--- config.mk ---
export PLATFORM = sky130hd
export DESIGN_NAME = reset_sequencer
export DESIGN_NICKNAME = d
export VERILOG_FILES = /design/src/rtl/reset_sequencer.sv
export SDC_FILE = /design/constraint.sdc
export NUM_CORES = 1
export LEC_CHECK = 0
export CAP_MARGIN = 20
export CORE_MARGIN = 2
export CORE_UTILIZATION = 55
export DETAILED_ROUTE_END_ITERATION = 7
export PLACE_DENSITY = 0.88
export SETUP_SLACK_MARGIN = 0.3
export SLEW_MARGIN = 20
export SYNTH_ARGS = -nofsm -noshare
export SYNTH_HDL_FRONTEND = slang
export SYNTH_SLANG_ARGS = --single-unit
--- constraint.sdc ---
create_clock -name clk -period 2.1 [get_ports clk]
set_clock_uncertainty 0.15 [all_clocks]
set_input_delay 0.315 -clock clk [delete_from_list [all_inputs] [get_ports clk]]
set_output_delay 0.315 -clock clk [all_outputs]
set_load 0.05 [all_outputs]
--- src/rtl/reset_sequencer.sv ---
// ---------------------------------------------------------------------------
// reset_sequencer
//   Multi-channel reset sequencer for the KC705 OV7670 design. Combines the
//   external reset, PLL lock and a software reset request into one request.
//   While a request is present, every channel is held in reset. Once the
//   request clears, the channels are released one at a time in a fixed order
//   (bit 0 first), for example clocking -> SCCB -> capture -> VGA. Any new
//   request restarts the whole sequence from a full hold period.
//
// Parameters
//   NUM_CH        number of active-high reset outputs (>=1)
//   HOLD_CYCLES   edges from the first request-free cycle to channel 0 release
//   STAGE_CYCLES  edges between consecutive channel releases
//   LOCK_FILTER   consecutive synced pll_locked=1 cycles needed for lock_ok
//
// Ports
//   clk          system clock
//   rst_n        asynchronous active-low reset
//   ext_reset    asynchronous active-high reset request (2-FF synchronised)
//   pll_locked   asynchronous PLL lock (2-FF synchronised, then filtered)
//   sw_reset     synchronous active-high request, a 1-cycle pulse suffices
//   reset_out    active-high channel resets, bit 0 released first
//   seq_done     high once every channel is released
//
// Build option
//   RESET_SEQ_CAUSE_EN  when defined, adds
//     reset_cause [2:0] = {sw, lock, ext} sources of the current/last episode
//     reset_count [7:0] saturating count of re-entries into ASSERT
// ---------------------------------------------------------------------------
`timescale 1ns/1ps

module reset_sequencer #(
    parameter int NUM_CH       = 4,
    parameter int HOLD_CYCLES  = 16,
    parameter int STAGE_CYCLES = 8,
    parameter int LOCK_FILTER  = 4
) (
    input  logic              clk,
    input  logic              rst_n,
    input  logic              ext_reset,
    input  logic              pll_locked,
    input  logic              sw_reset,
    output logic [NUM_CH-1:0] reset_out,
    output logic              seq_done
`ifdef RESET_SEQ_CAUSE_EN
    ,
    output logic [2:0]        reset_cause,
    output logic [7:0]        reset_count
`endif
);

    localparam int MAX_HS  = (HOLD_CYCLES > STAGE_CYCLES) ? HOLD_CYCLES : STAGE_CYCLES;
    localparam int MAX_ALL = (MAX_HS > LOCK_FILTER) ? MAX_HS : LOCK_FILTER;
    localparam int CNT_W   = $clog2(MAX_ALL + 1);

    // HOLD is entered one edge after T0, so its terminal count is two short
    // of HOLD_CYCLES. HOLD_CYCLES=1 never enters HOLD at all.
    localparam int HOLD_LAST_I = (HOLD_CYCLES >= 2) ? HOLD_CYCLES - 2 : 0;

    localparam logic [CNT_W-1:0] HOLD_LAST  = CNT_W'(HOLD_LAST_I);
    localparam logic [CNT_W-1:0] STAGE_LAST = CNT_W'(STAGE_CYCLES - 1);
    localparam logic [CNT_W-1:0] LOCK_LAST  = CNT_W'(LOCK_FILTER - 1);

    typedef enum logic [1:0] {
        ST_ASSERT,
        ST_HOLD,
        ST_STAGE,
        ST_RUN
    } state_e;

    // ---------------------------------------------------------------------
    // Input synchronisers
    // ---------------------------------------------------------------------
    logic ext_meta_q, ext_sync_q;
    logic lock_meta_q, lock_sync_q;

    // NOTE: the reset branch sits in the sensitivity list so the flops clear
    // without a clock; every sequential assignment is non-blocking so all
    // flops sample pre-edge values.
    always_ff @(posedge clk or negedge rst_n) begin
        if (!rst_n) begin
            ext_meta_q  <= 1'b1;   // external reset assumed active until proven otherwise
            ext_sync_q  <= 1'b1;
            lock_meta_q <= 1'b0;
            lock_sync_q <= 1'b0;
        end else begin
            ext_meta_q  <= ext_reset;
            ext_sync_q  <= ext_meta_q;
            lock_meta_q <= pll_locked;
            lock_sync_q <= lock_meta_q;
        end
    end

    // ---------------------------------------------------------------------
    // Lock filter
    // ---------------------------------------------------------------------
    logic [CNT_W-1:0] lock_cnt_q, lock_cnt_d;
    logic             lock_ok_q, lock_ok_d;
    logic             lock_ok;

    // NOTE: every always_comb output gets a default first so no path leaves
    // it unassigned, which would otherwise infer a latch.
    always_comb begin
        lock_cnt_d = lock_cnt_q;
        lock_ok_d  = lock_ok_q;
        if (!lock_sync_q) begin
            lock_cnt_d = '0;
            lock_ok_d  = 1'b0;
        end else if (!lock_ok_q) begin
            lock_cnt_d = lock_cnt_q + CNT_W'(1);
            if (lock_cnt_q == LOCK_LAST) begin
                lock_ok_d = 1'b1;
            end
        end
    end

    always_ff @(posedge clk or negedge rst_n) begin
        if (!rst_n) begin
            lock_cnt_q <= '0;
            lock_ok_q  <= 1'b0;
        end else begin
            lock_cnt_q <= lock_cnt_d;
            lock_ok_q  <= lock_ok_d;
        end
    end

    // Gating with the synced level drops lock_ok in the very first cycle the
    // lock is lost, rather than one edge later.
    assign lock_ok = lock_ok_q & lock_sync_q;

    logic req;
    assign req = ext_sync_q | ~lock_ok | sw_reset;

    // ---------------------------------------------------------------------
    // Sequencing FSM
    // ---------------------------------------------------------------------
    state_e           state_q, state_d;
    logic [CNT_W-1:0] cnt_q, cnt_d;
    logic [NUM_CH-1:0] reset_out_q, reset_out_d;
    logic             seq_done_q, seq_done_d;
    logic             do_release;

`ifdef RESET_SEQ_CAUSE_EN
    logic [2:0] cause_q, cause_d;
    logic [7:0] count_q, count_d;
    logic [2:0] src;
    assign src = {sw_reset, ~lock_ok, ext_sync_q};
`endif

    always_comb begin
        state_d     = state_q;
        cnt_d       = cnt_q;
        reset_out_d = reset_out_q;
        seq_done_d  = seq_done_q;
        do_release  = 1'b0;
`ifdef RESET_SEQ_CAUSE_EN
        cause_d     = cause_q;
        count_d     = count_q;
`endif

        if (req) begin
            state_d     = ST_ASSERT;
            cnt_d       = '0;
            reset_out_d = '1;
            seq_done_d  = 1'b0;
`ifdef RESET_SEQ_CAUSE_EN
            if (state_q != ST_ASSERT) begin
                // A fresh episode: remember only what triggered it.
                cause_d = src;
                if (count_q != 8'hFF) begin
                    count_d = count_q + 8'd1;
                end
            end else begin
                cause_d = cause_q | src;
            end
`endif
        end else begin
            case (state_q)
                ST_ASSERT: begin
                    if (HOLD_CYCLES == 1) begin
                        do_release = 1'b1;
                    end else begin
                        state_d = ST_HOLD;
                        cnt_d   = '0;
                    end
                end
                ST_HOLD: begin
                    if (cnt_q == HOLD_LAST) begin
                        do_release = 1'b1;
                    end else begin
                        cnt_d = cnt_q + CNT_W'(1);
                    end
                end
                ST_STAGE: begin
                    if (cnt_q == STAGE_LAST) begin
                        do_release = 1'b1;
                    end else begin
                        cnt_d = cnt_q + CNT_W'(1);
                    end
                end
                default: ;  // ST_RUN holds until the next request
            endcase

            if (do_release) begin
                // Shifting a zero in from the bottom releases the lowest
                // still-asserted channel and keeps the vector a thermometer.
                reset_out_d = reset_out_q << 1;
                cnt_d       = '0;
                if (reset_out_d == '0) begin
                    state_d    = ST_RUN;
                    seq_done_d = 1'b1;
                end else begin
                    state_d = ST_STAGE;
                end
            end
        end
    end

    always_ff @(posedge clk or negedge rst_n) begin
        if (!rst_n) begin
            state_q     <= ST_ASSERT;
            cnt_q       <= '0;
            reset_out_q <= '1;
            seq_done_q  <= 1'b0;
        end else begin
            state_q     <= state_d;
            cnt_q       <= cnt_d;
            reset_out_q <= reset_out_d;
            seq_done_q  <= seq_done_d;
        end
    end

    assign reset_out = reset_out_q;
    assign seq_done  = seq_done_q;

`ifdef RESET_SEQ_CAUSE_EN
    always_ff @(posedge clk or negedge rst_n) begin
        if (!rst_n) begin
            cause_q <= 3'b010;   // lock is never ok straight out of reset
            count_q <= 8'd0;
        end else begin
            cause_q <= cause_d;
            count_q <= count_d;
        end
    end

    assign reset_cause = cause_q;
    assign reset_count = count_q;
`endif

endmodule

---- After elaboration in Yosys (flattened, before gate mapping) ----
Cells that the tools add are included.
word-level totals
  output and inout bits ................... 5
  logic and storage cells ................. 55
  bits of input ports ..................... 5
  flip-flop bits (word level) ............. 22
operators by class
  bitwise gates (word level) .............. 4
  mux-type cells .......................... 23
  reductions and logical operators ........ 8
  $add $sub $neg .......................... 2
  eq/ne operators ......................... 8
operators by type and width
  operator             number
  $mux 5               6
  $pmux 5 s3           1
  $add 5x1->5 const B  2
  $mux 1               10
  $mux 4               2
  $ne 4x4->1 const B   2
  $mux 2               3
  $eq 5x2->1 const B   1
  $eq 5x3->1 const B   1
  $eq 5x4->1 const B   1
  $reduce_bool 5->1    1
  $logic_not 4->1      1
  $reduce_bool 2->1    2
  $reduce_and 3->1     1
  $reduce_bool 3->1    1
  $eq 2x1->1 const B   1
  $eq 2x2->1 const B   1
  $logic_not 2->1      1
  $ne 2x2->1 const B   1
  $or 1x1->1           2
  $pmux 1 s2           1
  $reduce_and 2->1     1
  $and 1x1->1          1
  $not 1->1            1

---- Longest topological paths before layout ----
Gate-level depths: netlist of run 1.
  depth in word-level cells ............... 7
  mapped depth ............................ 6
  mapped depth without buffers ............ 6

---- Worst setup path before layout of run 1 ----
No wires, ideal clock.
  path type ............................... register -> register
  start point ............................. register state_q[0]
  end point ............................... register cnt_q[2]
  setup time .............................. 0.078 ns
  stages on the path, launching flop included .. 7
  period minus slack after synthesis ...... 1.733 ns
  buffers on the path ..................... 0
  required time ........................... 1.872 ns
  path slack .............................. 0.367 ns
  arrival time ............................ 1.505 ns
  cells stage by stage .................... dfrtp_1 -> inv_1 -> ha_1 -> o31ai_1 -> or3b_1 -> a21o_1 -> a21oi_1
on the way
  word-level cells in the longest chain between the ends .. 5
  elaborated cells on any way between the ends .. 12
  those cells by class .................... eq/ne (4); mux (5); reduce/logical (3)
ends and longest elaborated chain
  what                                                         RTL line  RTL
  start: declaration                                           137       state_e state_q, state_d;
  start signal: assignment                                     226       state_q <= state_d;
  $eq 2x2->1 / $eq 2x1->1 (equally long branches)              178       case (state_q)
  $pmux 1 s2                                                   178
  $mux 1                                                       161       if (req) begin
  $ne 4x4->1 (no line) (tied with other cells)                 --
  $reduce_and 3->1 (no line) / $mux 5 (equally long branches)  --
  end signal: assignment                                       227       cnt_q <= cnt_d;
  end: declaration                                             138       logic [CNT_W-1:0] cnt_q, cnt_d;
Parallel ways exist; a longest one is shown, timed or not. The select of a mux whose other input is x is not followed.
A chain may end at the register's enable or synchronous reset.

---- Final worst setup path of run 1 ----
  start point ............................. register state_q[0]
  end point ............................... register cnt_q[0]
Same word-level chain as after synthesis.

==> out/qor.yml, run 1 <==
status: "finished, final reports clean"
grt_pass1_vias: 820
rows: 16
yosys_warnings: 0
drive_gt1_frac: 0.300
post-route-min-period_ps: 1860
final.setup.tns_ps: 0
vias_per_cell: 5.35
globalRouteTotalUtil: 0.199
num_vias: 786
worstPathRequired_ps: 2170
gp_congestion: 0.832
relSlewSlack: 0.679
clk_pin_slew_ps: 120
slew_viol_final: 0
r2r-start: "state_q[0]"
yosys_register_bits: 22
syn_nets: 113
tightest_slew_ps: 484
die_h_um: 48.7
antenna_found_initial: 0
synth-async-reset-ratio: 1.00
crit_fanout: 8
wl_met1_um: 944
die_w_um: 48.7
fin_util: 0.706
crit_buf_inv: 2
finalPower_mw: 0.727
wl_per_cell_um: 14.1
cp.arrival_ps: 1930
start_util: 0.572
clkSinkCount: 22
fmax_ghz: 0.538
synth-edff-count: 0
synth_cell_type_count: 28
crit_type: "reg -> reg"
numCtsBuffers: 3
wl_met3_um: 71
cts_tree: "done"
numPortBuffers: 9
yosysSeqAreaShare: 0.508
worst_path_max_delay_cell: "or4_1"
path_delay_family: "simple AND/OR/NAND/NOR gates"
final.period_utilization: 0.885
hold_viol_final: 0
cp-startpoint: "state_q[0]"
synthFlopType: "dfrtp_1"
core-area_sq_um: 1920
slowest_delay_ps: 470
fill_cells: 140
clock_latency_ps: 300
io_pins: 10
whs_ps: 192
peakVddDrop_v: 0.000561
drcViolationCount: 0
area_growth_pct: 23.6
drt_iter0_drc: 10
diodes: 0
fin_nets: 132
setup_viol: 0
overflow: 0
wl_um: 2070
start_kind: "register"
cp_cell_sequence: "buf_6 > ha_4 > nand4_1 > buf_6 > a21oi_4 > or4_1 > o31ai_1"
endpoint_kind: "register"
root_buffer: "clkbuf_4"
crit_path_frequent_cell: "buf_6"
min_path_type: "in -> async"
seq_area_sq_um: 558
grt_pass1_wl_um: 3670
syn_inst: 102
rsz0062_at_grt: "yes"
cts_buffer_depth: 2
multi_input_area_sq_um: 582
leakage_nw: 0.579
syn_area_per_cell_sq_um: 10.8
dieArea_sq_um: 2370
cap_violations: 0
grt_max_degree: 23
wl_met2_um: 1030
synth_area_sq_um: 1100
power.density_nw_per_um2: 535
hold_buffers: 0
dp_hpwl_um: 1490
maxUsedRoutingLayer: "met4"
detail-route-antenna-nets: 0
htreeDepth: 1
drt_pass1_iterations: 5
## registers in the layout (all words and copies together) (netlist names)
name         cells
reset_out        4
lock_meta_q      1
state_q          2
ext_meta_q       1
ext_sync_q       1
lock_ok_q        1
lock_cnt_q       5
lock_sync_q      1
seq_done         1
cnt_q            5
## area by class of cell
cell class                 instances  share of cell area
clock buffer                       4              0.0194
inverter                           4              0.0111
multi-input combinational         74               0.429
sequential                        22               0.411
tap                               27              0.0249
timing repair buffer              16               0.105
## per-layer routing
metal | up-vias | GRT usage
met2 | 23 | 0.322
li1 | 396 | -
met4 | 0 | 0.0762
met5 | - | 0
met3 | 4 | 0.0370
met1 | 363 | 0.266
## metrics by stage
step	instance area, sq um	setup slack (ps)	std cells
CTS	1300	273	145
floorplan	1100	367	102
detailed placement	1220	207	138
global route	1360	177	147
finish	1360	241	147
global placement	1220	208	138
## placed cells by master, fill, tap and decap left out, types with 2 or more instances in the layout
cell | netlist | routed
a21o_1 | 4 | 4
a21oi_1 | 8 | 6
a21oi_2 | 0 | 2
and2_1 | 4 | 4
buf_4 | 0 | 8
buf_6 | 0 | 3
clkbuf_4 | 0 | 3
clkdlybuf4s50_1 | 0 | 4
dfrtp_1 | 16 | 16
dfstp_2 | 6 | 6
ha_1 | 6 | 2
ha_4 | 0 | 3
inv_2 | 0 | 3
nand2_1 | 7 | 6
nand2b_1 | 2 | 2
nand3_1 | 6 | 5
nand4_1 | 2 | 2
nor2_1 | 4 | 4
nor2b_1 | 3 | 3
nor3_1 | 6 | 5
o21ai_0 | 4 | 2
o21ai_1 | 0 | 2
o31ai_1 | 3 | 2
or4_1 | 3 | 3
xnor2_1 | 4 | 4
## logic make-up after synthesis
| kind of cell | count (synthesis) | share of synthesized area |
|---|---|---|
| XOR/XNOR | 4 | 0.0319 |
| AND/OR/NAND/NOR | 41 | 0.219 |
| multiplexers | 1 | 0.00911 |
| AO/OA/AOI/OAI | 22 | 0.142 |
| adder cells (fa/ha/maj) | 6 | 0.0683 |
| buffers and inverters | 6 | 0.0216 |
| flip-flops | 22 | 0.508 |
## synthesized netlist by cell type (2+ instances only)
library cell	number	area, sq um
a21oi_1	8	40.0
or4_1	3	22.5
ha_1	6	75.1
nor2b_1	3	18.8
nand4_1	2	12.5
nor2_1	4	15.0
nand2b_1	2	12.5
dfstp_2	6	158
a21o_1	4	30.0
inv_1	4	15.0
nand2_1	7	26.3
o21ai_0	4	20.0
and2_1	4	25.0
xnor2_1	4	35.0
nand3_1	6	30.0
dfrtp_1	16	400
nor3_1	6	30.0
o31ai_1	3	22.5
## where the power goes
part	leakage, nW	internal [mW]	switching, mW
registers	0.279	0.443	0.0187
clock network	0.0150	0.0740	0.122
logic	0.285	0.0364	0.0329
total	0.579	0.553	0.174
## worst paths after layout
path                                 end  slack (ps)  depth (start not counted)
min                        lock_cnt_q[4]         190                          2
max reg2reg                     cnt_q[0]         240                          7
max in group asynchronous   reset_out[0]        1320                          2
min reg2reg                  lock_sync_q         220                          0
max                             cnt_q[0]         240                          7
min in group clk             lock_sync_q         220                          0
## what timing repair did
action	CTS	global route
gates resized for setup	7	14
pin swaps	1	4
setup buffers	3	2
setup endpoints to repair	11	12
No activity file was read; power rests on OpenSTA's default activity.
==> run 2: changes to the inputs <==
- clock period: 2.1 -> 2.15 ns (I/O delays scaled with it)
==> run 2 against run 1 <==
Routed wire length grew 22%. Maximum frequency fell by 1.7%. Non-clock buffer count rose by 5. Sequential cell count stayed put. Register-to-register slack better by 20 ps. Clock power is 56% higher. Global-route usage rose by 3.0 points. Worst hold slack improved by 6.5 ps. Critical endpoint is now reset_out[0]. Largest power group unchanged.
==> out/qor.yml, run 2 (same netlist as run 1, synthesis figures left out) <==
fill_cells: 135
power.density_nw_per_um2: 576
finalPower_mw: 0.823
r2r-start: "cnt_q[0]"
final.setup.tns_ps: 0
clk_pin_slew_ps: 120
die_w_um: 48.7
numCtsBuffers: 3
relSlewSlack: 0.678
globalRouteTotalUtil: 0.228
post-route-min-period_ps: 1890
detail-route-antenna-nets: 0
peakVddDrop_v: 0.000658
gp_congestion: 0.856
worstPathRequired_ps: 2240
layout_common_cells: "dfrtp_1, buf_4, nand2_1, a21oi_1, dfstp_2"
grt_max_degree: 23
dp_hpwl_um: 1560
io_pins: 10
numPortBuffers: 9
p_sw_frac: 0.202
num_vias: 871
area_growth_pct: 30.0
cap_violations: 0
clkSinkCount: 22
root_buffer: "clkbuf_4"
diodes: 0
drive_gt1_frac: 0.352
vias_per_cell: 5.73
rsz0062_at_grt: "yes"
start_kind: "register"
leakage_nw: 0.619
drcViolationCount: 0
dieArea_sq_um: 2370
endpoint_kind: "register"
grt_pass1_vias: 882
drt_pass1_iterations: 4
pwr-share-clk: 0.372
crit_fanout: 7
cp-startpoint: "cnt_q[0]"
min_path_type: "in -> async"
cts_buffer_depth: 2
reg2reg_to: "reset_out[0]"
wl_um: 2520
overflow: 0
hold_buffers: 0
status: "finished, final reports clean"
p_int_mw: 0.657
tightest_slew_ps: 484
wl_per_cell_um: 16.6
start_util: 0.572
final.period_utilization: 0.879
cts_tree: "done"
clock_latency_ps: 300
antenna_found_initial: 0
drt_iter0_drc: 20
fin_nets: 137
setup_viol: 0
htreeDepth: 1
p_seq_frac: 0.547
die_h_um: 48.7
switching_power_mw: 0.166
cp.arrival_ps: 1980
slew_viol_final: 0
worst-r2r-setup-slack_ps: 260
critPathCapture: "reset_out[0]"
fmax_ghz: 0.529
worst-r2r-cell-count: 8
grt_pass1_wl_um: 4180
rows: 16
final_common_cell: "dfrtp_1"
crit_type: "reg -> reg"
core-area_sq_um: 1920
pwr-share-comb: 0.081
hold_viol_final: 0
## run 2: changes by cell type in the layout (fill, tap and decap cells not counted), sizes merged
cell	change
buf	+4
bufinv	+1
## run 2: critical path: stages, from the launching register on
cell,delay (ps)
dfrtp_1,440
inv_2,110
ha_4,130
nand4_1,120
buf_4,180
a21oi_4,250
buf_6,150
nand2_1,90
a21o_1,190
## run 2: power by group through the flow
stage                     Combinational, mW  Clock (mW)  Sequential, mW
after floorplan                      0.0428           0           0.449
after global placement               0.0579           0           0.455
after detailed placement             0.0639           0           0.457
after global routing                 0.0752       0.329           0.453
final                                0.0668       0.306           0.450
after CTS                            0.0652       0.311           0.450
## run 2: layout make-up
class / count / area, sq um / area share
flip-flops and latches: 22 / 558 / 0.391
multi-input cells: 74 / 594 / 0.416
clock buffers: 3 / 22.5 / 0.0158
repair buffers: 21 / 174 / 0.122
clock inverters: 1 / 30.0 / 0.0210
well taps: 27 / 33.8 / 0.0237
inverters: 4 / 15.0 / 0.0105
## run 2: per-layer routing
| layer | GRT usage | vias up | wire (um) |
|---|---|---|---|
| li1 | - | 412 | - |
| met1 | 0.291 | 424 | 1060 |
| met2 | 0.381 | 31 | 1310 |
| met3 | 0.0370 | 4 | 100 |
| met4 | 0.105 | 0 | 46 |
| met5 | 0 | - | 0 |
## run 2: per-stage QoR
step / setup WS, ps / hold WS (ps) / cells / cell area, sq um / utilization
after floorplan: 417 / -123 / 102 / 1100 / -
after global placement: 259 / 183 / 138 / 1220 / 0.635
after detailed placement: 214 / 198 / 138 / 1220 / 0.635
after CTS: 278 / 202 / 148 / 1330 / 0.690
after global routing: 200 / 208 / 152 / 1430 / 0.743
final: 260 / 198 / 152 / 1430 / 0.743
## run 2: worst min-delay path by stage
| stage | to | slack, ps | cells past startpoint |
|---|---|---|---|
| 2_1_floorplan | cnt_q[0] | -120 | 0 |
| 4_1_cts | lock_cnt_q[4] | 200 | 2 |
| 3_5_place_dp | lock_sync_q | 200 | 0 |
| 3_3_place_gp | lock_sync_q | 180 | 0 |
| 6_report | lock_cnt_q[4] | 200 | 2 |
| 5_1_grt | lock_cnt_q[2] | 210 | 2 |
## run 2: timing repair
item,CTS,global route
buffers inserted,6,4
pin swaps,3,6
hold endpoints to repair,0,0
endpoints found under the setup margin,10,11
gates resized for setup,5,20
==> run 3: changes to the inputs <==
- SETUP_SLACK_MARGIN: 0.3 -> 0.1
- clock period: 2.15 -> 1.8 ns (I/O delays scaled with it)
==> run 3 against run 2 <==
Die area stayed put. Count of clock-buffer cells in the layout is 1 higher. Largest power group unchanged. Via count is 6.4% higher. Routed wire length is 11% higher.
==> out/qor.yml, run 3 (same netlist as run 1, synthesis figures left out) <==
status: "finished, final reports clean"
crit_fanout: 8
num_vias: 927
fill_cells: 111
peakVddDrop_v: 0.000601
vias_per_cell: 5.87
switching_power_mw: 0.202
core-area_sq_um: 1920
globalRouteTotalUtil: 0.227
cp-startpoint: "cnt_q[0]"
final.period_utilization: 0.996
leakage_nw: 0.677
seq_area_sq_um: 558
worst-r2r-setup-slack_ps: 7
drt_pass1_iterations: 4
whs_ps: 145
drive_gt1_frac: 0.443
final_common_cell: "dfrtp_1"
start_util: 0.572
tightest_slew_ps: 349
setup_viol: 0
io_pins: 10
grt_pass1_wl_um: 4160
multi_input_area_sq_um: 632
wl_um: 2790
overflow: 0
rsz0062_at_grt: "yes"
start_kind: "register"
pwr-share-comb: 0.095
die_w_um: 48.7
critPathCapture: "reset_out[1]"
drt_iter0_drc: 12
numPortBuffers: 9
p_int_mw: 0.685
dp_hpwl_um: 1630
hold_viol_final: 0
gp_congestion: 0.842
rows: 16
r2r-start: "cnt_q[0]"
wl_per_cell_um: 17.6
die_h_um: 48.7
p_sw_frac: 0.227
reg2reg_to: "reset_out[1]"
worstPathRequired_ps: 1880
final.setup.tns_ps: 0
cts_tree: "done"
clock_latency_ps: 310
dieArea_sq_um: 2370
worst-r2r-cell-count: 8
drcViolationCount: 0
root_buffer: "clkbuf_4"
hold_buffers: 0
grt_max_degree: 23
diodes: 0
cp.arrival_ps: 1870
clkSinkCount: 22
post-route-min-period_ps: 1790
pwr-share-clk: 0.297
numCtsBuffers: 3
p_seq_frac: 0.608
layout_common_cells: "dfrtp_1, buf_4, nand2_1, a21oi_1, dfstp_2"
cts_buffer_depth: 2
fin_nets: 143
fmax_ghz: 0.558
min_path_type: "in -> async"
htreeDepth: 1
detail-route-antenna-nets: 0
area_growth_pct: 41.3
clk_pin_slew_ps: 110
grt_pass1_vias: 942
fin_util: 0.808
relSlewSlack: 0.767
crit_type: "reg -> reg"
antenna_found_initial: 0
endpoint_kind: "register"
power.density_nw_per_um2: 571
slew_viol_final: 0
cap_violations: 0
## run 3: changes by cell type in the layout (fill, tap and decap cells not counted), moves of 2 or more
cell | previous run | this run
inv_1 | 2 | 0
buf_6 | 2 | 4
inv_2 | 2 | 4
nor3_1 | 5 | 2
buf_12 | 0 | 4
buf_4 | 13 | 15
nor3_2 | 1 | 3
o21ai_2 | 0 | 2
## run 3: power groups by stage
stage | Sequential, mW | Combinational [mW] | Clock [mW]
final | 0.539 | 0.0846 | 0.263
after global routing | 0.542 | 0.0936 | 0.287
after CTS | 0.538 | 0.0804 | 0.268
after detailed placement | 0.546 | 0.0767 | 0
after global placement | 0.543 | 0.0723 | 0
after floorplan | 0.537 | 0.0519 | 0
## run 3: area by class of cell
| type | instances | area share |
|---|---|---|
| well taps | 27 | 0.0218 |
| multi-input cells | 74 | 0.407 |
| repair buffers | 27 | 0.179 |
| inverters | 4 | 0.00967 |
| clock buffers | 4 | 0.0234 |
| flip-flops and latches | 22 | 0.359 |
## run 3: critical path: stages (launching register included)
cell and delay [ps]:
dfrtp_1 430, inv_2 80, ha_2 150, nand4_1 110
buf_4 180, a211oi_4 200, buf_6 180, nor3_1 60
a21oi_1 150
## run 3: per-layer routing
layer / global-route usage / wire, um / vias up / part of all wire
met2: 0.402 / 1520 / 33 / 0.54
met5: 0 / 0 / - / 0
met4: 0.100 / 47 / 0 / 0.017
met1: 0.276 / 1100 / 466 / 0.39
met3: 0.0309 / 122 / 7 / 0.044
li1: - / - / 421 / -
## run 3: what timing repair did
action / CTS / global route
hold endpoints to repair: 0 / 0
pin swaps: 10 / 12
gates cloned: 0 / 0
endpoints found under the setup margin: 12 / 12
resized for setup: 13 / 16
buffers inserted: 7 / 4
## run 3: worst min-delay path by stage
stage                 from            end  slack (ps)  cells after the start
2_1_floorplan        rst_n       cnt_q[0]        -180                      0
3_3_place_gp   lock_meta_q    lock_sync_q         180                      0
3_5_place_dp   lock_meta_q    lock_sync_q         200                      0
4_1_cts              rst_n       cnt_q[4]         160                      2
5_1_grt              rst_n  lock_cnt_q[4]         170                      2
6_report             rst_n  lock_cnt_q[4]         140                      2
## run 3: metrics by stage
stage	std cells	instance area (sq um)	total power, mW	setup WS (ps)
after floorplan	102	1120	0.589	93.5
after global placement	143	1320	0.615	-38.1
after detailed placement	143	1320	0.623	-108
after CTS	154	1460	0.886	13.4
after global routing	158	1550	0.923	-90.6
final	158	1550	0.887	7.23
